## src/rtl/store_merge_unit.sv

```systemverilog
// Store-path narrowing unit: word stores write straight through; byte and halfword
// stores read the target word, merge the narrowed lanes and write the word back.
module store_merge_unit #(
  parameter int ADDR_W = 32
) (
  input  logic              Clk,
  input  logic              Reset,
  input  logic              Start,
  input  logic [ADDR_W-1:0] Addr,
  input  logic [31:0]       Wdata,
  input  logic [1:0]        Size,
  output logic              Busy,
  output logic              Done,
  output logic              Err,
  output logic [ADDR_W-1:0] MemAddr,
  output logic              MemRe,
  input  logic [31:0]       MemRdata,
  output logic              MemWe,
  output logic [31:0]       MemWdata
);

  localparam logic [1:0] SIZE_BYTE = 2'b00;
  localparam logic [1:0] SIZE_HALF = 2'b01;
  localparam logic [1:0] SIZE_WORD = 2'b10;

  typedef enum logic [2:0] {
    IDLE,
    READ,
    MERGE,
    WRITE,
    ERROR
  } state_t;

  state_t            state, state_nxt;
  logic [ADDR_W-1:0] addr_q;
  logic [15:0]       wdata_q;   // only the low half is ever merged; words bypass to merge_q
  logic [1:0]        size_q;
  logic [31:0]       merge_q;
  logic [31:0]       merged;
  logic              accept;
  logic              word_ok;
  logic              narrow_ok;

  assign accept    = (state == IDLE) && Start;
  assign word_ok   = (Size == SIZE_WORD) && (Addr[1:0] == 2'b00);
  assign narrow_ok = (Size == SIZE_BYTE) || ((Size == SIZE_HALF) && !Addr[0]);

  // NOTE: asynchronous reset in the sensitivity list, and <= for every register so all
  // state updates see the pre-edge values regardless of statement order.
  always_ff @(posedge Clk or posedge Reset) begin
    if (Reset) state <= IDLE;
    else       state <= state_nxt;
  end

  // NOTE: every output of this block is given a default first, so no path infers a latch.
  always_comb begin
    state_nxt = state;
    case (state)
      IDLE: begin
        if (Start) begin
          if (word_ok)        state_nxt = WRITE;
          else if (narrow_ok) state_nxt = READ;
          else                state_nxt = ERROR;
        end
      end
      READ:    state_nxt = MERGE;
      MERGE:   state_nxt = WRITE;
      WRITE:   state_nxt = IDLE;
      ERROR:   state_nxt = IDLE;
      default: state_nxt = IDLE;
    endcase
  end

  // Little-endian lane replacement over the word returned by the RAM.
  always_comb begin
    merged = MemRdata;
    case (size_q)
      SIZE_BYTE: merged[{addr_q[1:0], 3'b000} +: 8]  = wdata_q[7:0];
      SIZE_HALF: merged[{addr_q[1], 4'b0000} +: 16] = wdata_q;
      default:   merged = MemRdata;
    endcase
  end

  // Operands only load on acceptance, so they hold steady for the whole operation.
  always_ff @(posedge Clk or posedge Reset) begin
    if (Reset) begin
      addr_q  <= '0;
      wdata_q <= '0;
      size_q  <= '0;
      merge_q <= '0;
    end else begin
      if (accept) begin
        addr_q  <= Addr;
        wdata_q <= Wdata[15:0];
        size_q  <= Size;
        if (word_ok) merge_q <= Wdata;
      end
      if (state == MERGE) merge_q <= merged;
    end
  end

  assign Busy     = (state != IDLE);
  assign MemRe    = (state == READ);
  assign MemWe    = (state == WRITE);
  assign Done     = (state == WRITE);
  assign Err      = (state == ERROR);
  assign MemAddr  = (state == IDLE) ? '0 : {addr_q[ADDR_W-1:2], 2'b00};
  assign MemWdata = merge_q;

endmodule

```

## config.mk

```make
export PLATFORM = sky130hd
export DESIGN_NAME = store_merge_unit
export DESIGN_NICKNAME = d
export VERILOG_FILES = /design/src/rtl/store_merge_unit.sv
export SDC_FILE = /design/constraint.sdc
export NUM_CORES = 1
export LEC_CHECK = 0
export CORE_AREA = 2 2 102 104
export CTS_CLUSTER_DIAMETER = 200
export CTS_CLUSTER_SIZE = 30
export DETAILED_ROUTE_END_ITERATION = 7
export DIE_AREA = 0 0 104 106
export PLACE_DENSITY = 0.83
export REMOVE_ABC_BUFFERS = 1
export SLEW_MARGIN = 20
export SYNTH_ARGS = -nofsm -noshare
export SYNTH_HDL_FRONTEND = slang
export SYNTH_SLANG_ARGS = --single-unit
```

## constraint.sdc

```tcl
create_clock -name Clk -period 7.5 [get_ports Clk]
set_input_delay 1.5 -clock Clk [delete_from_list [all_inputs] [get_ports Clk]]
set_output_delay 1.5 -clock Clk [all_outputs]
set_load 0.01 [all_outputs]
```

# After elaboration in Yosys (flattened, before gate mapping)
# Index checks and enable logic that the tools add are counted.
# classes
order_cmp	0
n_bitwise	0
addsub	2
mul	0
shifts	4
n_eq_ne	8
div	0
muxes	11
reduce_logical	13
# ops
cell	count
$mux W32	4
$bwmux W32	2
$pmux W32 S2	1
$shift A16 B7 Y32 const A	1
$shift A8 B7 Y32 const A	1
$shiftx A16 B7 Y32	1
$shiftx A8 B7 Y32	1
$neg A5 Y7	2
$mux W3	3
$pmux W3 S3	1
$eq A3 B2 Y1 const B	2
$logic_not A2 Y1	3
$eq A2 B1 Y1 const B	2
$reduce_bool A2 Y1	2
$eq A3 B1 Y1 const B	1
$eq A3 B3 Y1 const B	1
$logic_and A1 B1 Y1	3
$logic_not A3 Y1	1
$reduce_bool A3 Y1	1
$eq A2 B2 Y1 const B	1
$ne A2 B2 Y1 const B	1
$reduce_and A2 Y1	1
$logic_not A1 Y1	1
$logic_or A1 B1 Y1	1
# totals
register_bits	85
mem_bits_ro	0
mem_bits_rw	0
latch_bits	0
memories	0

# Longest topological paths before layout
# Gate-level depths: netlist (run 1).
# logic_depth
word_depth	7
ltp_mapped	8

# Worst setup path before layout (run 1)
# No wires, ideal clock.
# synth_timing
path_kind	register to output
startpoint	register state[0]
endpoint	output MemAddr[10]
setup_slack_ns	4.714
n_path_buf	2
t_arrival_ns	1.286
stages_incl_launch_ff	5
required_time_ns	6.000
path_cell_list	dfrtp_1 > buf_2 > nor3_1 > clkbuf_1 > nor2b_1
# synth_between
elab_chain_cells	2
# synth_rtl
item	line_no	source
start, declared	34	state_t state, state_nxt;
start signal, assigned	52	else state <= state_nxt;
$logic_not A3 Y1	107	assign MemAddr = (state == IDLE) ? '0 : {addr_q[ADDR_W-1:2], 2'b00};
$mux W32	107	
end, declared	15	output logic [ADDR_W-1:0] MemAddr,
# No other way between the ends.

# Worst setup path after layout (run 1)
# layout_timing
startpoint	register state[0]
endpoint	output MemAddr[18]
# The elaborated chain is that of the path after synthesis.

==> results of run 1 <==
## where the power goes
part	switching (W)	internal, W	leakage, nW	total [W]
registers	0.000226	0.000687	1.03	0.000912
clock network	0.000176	0.000230	0.119	0.000406
logic	0.000735	0.000747	1.79	0.00148
total	0.00114	0.00166	2.94	0.00280
## worst max path at each step
stage                   from            to  slack, ns  cells after the start
detailed placement   Size[1]   MemWdata[8]       3.75                      8
finish              state[0]   MemAddr[18]       3.95                      4
floorplan              Start  MemWdata[24]       2.84                      4
global route        state[0]   MemAddr[22]       3.82                      4
CTS                 state[0]    MemAddr[4]       3.93                      4
global placement     Size[0]  MemWdata[26]       3.82                      8
## per-stage QoR
stage / cell area [um^2] / hold slack [ns]
after global placement: 6450 / 0.449
after CTS: 6700 / 0.476
final: 6710 / 0.470
after detailed placement: 6450 / 0.455
after global routing: 6710 / 0.504
after floorplan: 4530 / 0.438
## routing by layer
metal,vias to the layer above,share of wire
li1,2153,-
met1,2157,0.40
met2,246,0.47
met3,21,0.11
met4,0,0.016
met5,-,0
## critical path, delay by kind of cell, from the launching register on
kind	cells	cell delay (ns)
flops	1	0.51
simple gates	2	0.33
buf+inv	2	0.83
## synthesized netlist by cell type, types with 5 or more instances
cell	count
sky130_fd_sc_hd__ha_1	5
sky130_fd_sc_hd__o21ai_0	19
sky130_fd_sc_hd__a21o_1	14
sky130_fd_sc_hd__buf_2	16
sky130_fd_sc_hd__nor2b_1	33
sky130_fd_sc_hd__mux2i_1	17
sky130_fd_sc_hd__a31oi_1	18
sky130_fd_sc_hd__nor2_1	6
sky130_fd_sc_hd__o2bb2ai_1	13
sky130_fd_sc_hd__o32ai_1	6
sky130_fd_sc_hd__clkbuf_1	21
sky130_fd_sc_hd__a211oi_1	10
sky130_fd_sc_hd__nand2_1	139
sky130_fd_sc_hd__inv_1	12
sky130_fd_sc_hd__nand2b_1	8
sky130_fd_sc_hd__a2111oi_0	6
sky130_fd_sc_hd__nand3_1	6
sky130_fd_sc_hd__a22o_1	8
sky130_fd_sc_hd__and3_1	14
sky130_fd_sc_hd__a21oi_1	25
sky130_fd_sc_hd__dfrtp_1	85
sky130_fd_sc_hd__a222oi_1	7
## sequential cells by signal (all words and copies together) (netlist names)
| signal | cells |
|---|---|
| MemWdata | 32 |
| addr_q | 32 |
| size_q | 2 |
| state | 3 |
| wdata_q | 16 |
## cells in the final DEF, fill, tap and decap left out, types with 8 or more instances in the layout
cell	instances
sky130_fd_sc_hd__and3_1	14
sky130_fd_sc_hd__a21oi_1	25
sky130_fd_sc_hd__o21ai_0	19
sky130_fd_sc_hd__a211oi_1	10
sky130_fd_sc_hd__a31oi_1	18
sky130_fd_sc_hd__o2bb2ai_1	13
sky130_fd_sc_hd__clkbuf_8	10
sky130_fd_sc_hd__a22o_1	8
sky130_fd_sc_hd__nand2b_1	8
sky130_fd_sc_hd__clkdlybuf4s50_1	167
sky130_fd_sc_hd__dfrtp_1	85
sky130_fd_sc_hd__mux2i_1	17
sky130_fd_sc_hd__a21o_1	14
sky130_fd_sc_hd__nor2b_1	33
sky130_fd_sc_hd__buf_4	8
sky130_fd_sc_hd__nand2_1	139
sky130_fd_sc_hd__inv_1	11
## kinds of logic (layout without fill, tap and decap cells)
group	Yosys count	after routing	share of synthesized area
AND/OR/NAND/NOR	227	227	0.237
AO/OA/AOI/OAI	140	140	0.209
flip-flops	85	85	0.449
buffers and inverters	57	205	0.0557
multiplexers	17	17	0.0359
adder cells (fa/ha/maj)	5	5	0.0132
other	1	2	0.000791
## layout make-up
class	instances	area, um^2
multi-input cells	391	2370
repair buffers	176	1740
inverters	13	50.0
well taps	136	170
clock buffers	10	138
clock inverters	6	110
flip-flops and latches	85	2130
fillers	825	3290
==> flow_summary.json, run 1 <==
{
  "run_status": "finished clean",
  "rsz0062_at_grt": "no",
  "post-route-util": 0.671,
  "hold_buffers": 0,
  "met3_usage": 0.0963,
  "detailroute.via_count": 4577,
  "cts-buffers-inserted": 9,
  "fmax_ghz": 0.281,
  "rr_startpoint": "addr_q[1]",
  "grt_remaining_overflow": 0,
  "critical_path.max_fanout": 32,
  "clk_root_buffer_cell": "sky130_fd_sc_hd__clkbuf_8",
  "whs_path_depth": 2,
  "critical_path.startpoint_type": "flip-flop",
  "fp.dieH_um": 106,
  "post_route_wl_um": 14400,
  "hold_violations": 0,
  "top_post_synthesis_cells_by_area": "sky130_fd_sc_hd__dfrtp_1, sky130_fd_sc_hd__nand2_1, sky130_fd_sc_hd__nor2b_1, sky130_fd_sc_hd__mux2i_1, sky130_fd_sc_hd__a21oi_1",
  "top_ports": 170,
  "worst_path_arrival_ns": 2.05,
  "fin_ws_ns": 3.95,
  "final_cells": 817,
  "yosys_warnings": 0,
  "cts.clk_slew.worst_paths_ns": 0.08,
  "timing.max_slew.rel_slack": 0.399,
  "vdd_drop_max_mv": 0.210,
  "routed_via_density": 5.60,
  "report.power.total_w": 0.00280,
  "cts.htree.levels": 3,
  "drtIter0Drc": 346,
  "finalCritPeriodShare": 0.474,
  "worstReg2RegEnd": "MemWdata[2]",
  "floorplan.initialDensity": 0.474,
  "first_pass_iters": 6,
  "portBuffers": 167,
  "critPathRequiredTime_ns": 6.00,
  "gr-usage-met2": 0.436,
  "worstHoldEndpoint": "addr_q[16]",
  "nets": 782,
  "drc": 0,
  "post-cts-setup-buffers": 0,
  "cts_tree": "yes",
  "slowest_stage": "sky130_fd_sc_hd__dfrtp_1",
  "number_of_synthesized_flops_with_an_enable_pin": 0,
  "worstSkewPairLatency_ns": 0.38,
  "worstSetupEndpointType": "output pin",
  "gpl.final_weighted_congestion": 0.934,
  "synthFlopType": "sky130_fd_sc_hd__dfrtp_1",
  "timing.reg2reg.worst_path_depth": 6,
  "cap_violations": 0,
  "post-synth-top-area-cell": "sky130_fd_sc_hd__dfrtp_1",
  "final.setup.tns_ns": 0,
  "hold_class": "flip-flop to flip-flop",
  "antenna_violating_nets_post_route": 0,
  "antenna_violations_before_repair": 0,
  "design.die.area_mm2": 0.0110,
  "post_synth_inst_count": 532,
  "dp_hpwl_um": 9980,
  "critPathMaxStageDelay_ns": 0.51,
  "wl_per_cell_um": 17.6,
  "placedCellCount": 801,
  "first_global_vias": 4683,
  "coreArea_mm2": 0.0100,
  "ctsLongestPathBuffers": 2,
  "power.density_cell_area_mw_per_mm2": 417,
  "grt_util_met1": 0.330,
  "die_x_um": 104,
  "final_max_slew_viol_count": 0,
  "cts.sink_count": 85,
  "grt_max_degree": 86,
  "core.rowCount": 37,
  "global_route.peak_usage_layer": "met2",
  "synth_async_sr_flop_share": 1.00,
  "min-delay-start": "addr_q[16]",
  "flow.area_growth_from_synthesis_pct": 41.5,
  "grt_pass1_wl_um": 23500,
  "grtUsageTotal": 0.267,
  "diodes": 0,
  "critPathKind": "flip-flop to output pin",
  "synth.top_cell.area_share": 0.449,
  "post-route-min-period_ns": 3.55,
  "cts-resized-gates": 0,
  "postSynthAreaPerCell_um2": 8.91,
  "timing_worst_slew_pin_value_ns": 0.899,
  "timing.reg2reg.setup_slack_ns": 4.27,
  "power.static_leakage_nw": 2.94,
  "post_route_cells_drive_above_1_share": 0.0543,
  "syn-cell-area_mm2": 0.00474,
  "ys_ff_latch": 85,
  "setup_viol": 0,
  "synth-seq-area-share": 0.449,
  "crit_path_cell_trace": "nor3_2 > buf_4 > nor2b_1 > clkdlybuf4s50_1",
  "dpl_worst_slack_ns": 3.75,
  "post_synth_num_cell_types": 49,
  "clock-skew-final_ns": 0.0144
}
Power figures use the tool's default switching activity.
==> run 2, diff against run 1 <==
--- a/config.mk
+++ b/config.mk
@@ -5,12 +5,12 @@
 export SDC_FILE = /design/constraint.sdc
 export NUM_CORES = 1
 export LEC_CHECK = 0
-export CORE_AREA = 2 2 102 104
+export CORE_AREA = 2 2 111 113
 export CTS_CLUSTER_DIAMETER = 200
 export CTS_CLUSTER_SIZE = 30
 export DETAILED_ROUTE_END_ITERATION = 7
-export DIE_AREA = 0 0 104 106
-export PLACE_DENSITY = 0.83
+export DIE_AREA = 0 0 113 115
+export PLACE_DENSITY = 0.74
 export REMOVE_ABC_BUFFERS = 1
 export SLEW_MARGIN = 20
 export SYNTH_ARGS = -nofsm -noshare
==> constraint.sdc (replaced) <==
create_clock -name Clk -period 3 [get_ports Clk]
set_input_delay 0.6 -clock Clk [delete_from_list [all_inputs] [get_ports Clk]]
set_output_delay 0.6 -clock Clk [all_outputs]
set_load 0.01 [all_outputs]
==> flow_summary.json, run 2 (synthesis gave the netlist of run 1 again) <==
{
  "power.static_leakage_nw": 2.99,
  "clk_root_buffer_cell": "sky130_fd_sc_hd__clkbuf_16",
  "slowest_stage": "sky130_fd_sc_hd__dfrtp_1",
  "setup_viol": 0,
  "hold_buffers": 0,
  "cts.clk_slew.worst_paths_ns": 0.06,
  "cts.htree.levels": 3,
  "run_status": "finished with violations",
  "diodes": 0,
  "routed_via_density": 5.54,
  "failed_checks": "design-rule violations",
  "die_x_um": 113,
  "cts.sink_count": 85,
  "cp_num_buf_inv": 2,
  "core.rowCount": 40,
  "post-cts-setup-buffers": 0,
  "layout_commonest_cell": "sky130_fd_sc_hd__clkdlybuf4s50_1",
  "critPathRequiredTime_ns": 2.40,
  "ctsLongestPathBuffers": 2,
  "grt_remaining_overflow": 0,
  "antenna_violations_before_repair": 0,
  "cts_tree": "yes",
  "timing.reg2reg.setup_slack_ns": 0.55,
  "critical_path.max_fanout": 32,
  "timing.max_slew.rel_slack": 0.468,
  "detailroute.via_count": 4612,
  "fp.dieH_um": 115,
  "antenna_violating_nets_post_route": 0,
  "drtIter0Drc": 300,
  "post_route_wl_um": 15100,
  "first_pass_iters": 8,
  "power.density_cell_area_mw_per_mm2": 1050,
  "flow.area_growth_from_synthesis_pct": 43.5,
  "cts-buffers-inserted": 9,
  "crit_path_cell_trace": "nor3_2 > buf_4 > nor2b_1 > clkdlybuf4s50_1",
  "critical_path.startpoint_type": "flip-flop",
  "timing_worst_slew_pin_value_ns": 0.798,
  "coreArea_mm2": 0.0118,
  "cap_violations": 0,
  "portBuffers": 167,
  "fmax_ghz": 0.382,
  "nets": 788,
  "worst_path_arrival_ns": 2.02,
  "worstSetupEndpointType": "output pin",
  "grt_pass1_wl_um": 23700,
  "clock-skew-final_ns": 0.00434,
  "design.die.area_mm2": 0.0130,
  "final_max_slew_viol_count": 0,
  "critPathKind": "flip-flop to output pin",
  "gpl.final_weighted_congestion": 0.913,
  "vdd_drop_max_mv": 0.470,
  "critPathMaxStageDelay_ns": 0.50,
  "dp_hpwl_um": 10900,
  "drc": 12,
  "post-route-min-period_ns": 2.62,
  "worstSkewPairLatency_ns": 0.33,
  "cts-resized-gates": 0,
  "top_ports": 170,
  "grtUsageTotal": 0.233,
  "report.power.total_w": 0.00713,
  "wl_per_cell_um": 18.1,
  "post_route_cells_drive_above_1_share": 0.0554,
  "timing.hold.ws_ns": 0.466,
  "finalCritPeriodShare": 0.873,
  "floorplan.initialDensity": 0.401,
  "hold_class": "flip-flop to flip-flop",
  "final_cell_mix": "sky130_fd_sc_hd__clkdlybuf4s50_1, sky130_fd_sc_hd__nand2_1, sky130_fd_sc_hd__dfrtp_1, sky130_fd_sc_hd__nor2b_1, sky130_fd_sc_hd__a21oi_1",
  "grt_max_degree": 57,
  "hold_violations": 0,
  "rsz0062_at_grt": "no",
  "first_global_vias": 4697,
  "cpLargestDelayFamily": "buffers and inverters"
}
## run 2: cell type report
type / count / area, um^2
Inverter: 13 / 50.0
Clock inverter: 2 / 35.0
Tap cell: 147 / 184
Timing Repair Buffer: 182 / 1800
Fill cell: 1056 / 5010
Sequential cell: 85 / 2130
Multi-Input combinational cell: 391 / 2370
Clock buffer: 13 / 240
## run 2: worst paths after layout
kind / from / depth (start not counted) / end
worst max-delay path: state[0] / 4 / MemAddr[12]
min in group asynchronous: Reset / 2 / addr_q[2]
worst max register to register: addr_q[1] / 6 / MemWdata[2]
worst min-delay path: addr_q[16] / 2 / addr_q[16]
worst min register to register: addr_q[16] / 2 / addr_q[16]
max in group asynchronous: Reset / 3 / MemWdata[24]
## run 2: layer usage
metal	routed length [um]	up-vias	share of wire	track usage
met3	1640	23	0.11	0.0833
met1	6340	2172	0.42	0.293
met5	0	-	0	0
met4	231	0	0.015	0.0764
li1	-	2174	-	-
met2	6900	243	0.46	0.376
## run 2: tightest hold or removal path, cell delays in order (launching register included)
cell	delay, ns
sky130_fd_sc_hd__dfrtp_1	0.33
sky130_fd_sc_hd__nand2_1	0.05
sky130_fd_sc_hd__nand2_1	0.05
## run 2: metrics by stage
stage | area, um^2 | worst slack [ns] | util | TNS, ns | instances
2_1_floorplan | 4530 | -0.762 | - | -48.55 | 489
3_3_place_gp | 6520 | 0.594 | 0.552 | 0 | 818
3_5_place_dp | 6520 | 0.536 | 0.552 | 0 | 818
4_1_cts | 6800 | 0.358 | 0.576 | 0 | 833
5_1_grt | 6800 | 0.263 | 0.576 | 0 | 833
6_report | 6800 | 0.380 | 0.576 | 0 | 833
## run 2: power by group
part,switching (W),internal (W)
sequential,0.000487,0.00172
clock,0.000427,0.000641
combinational,0.00196,0.00190
total,0.00287,0.00427
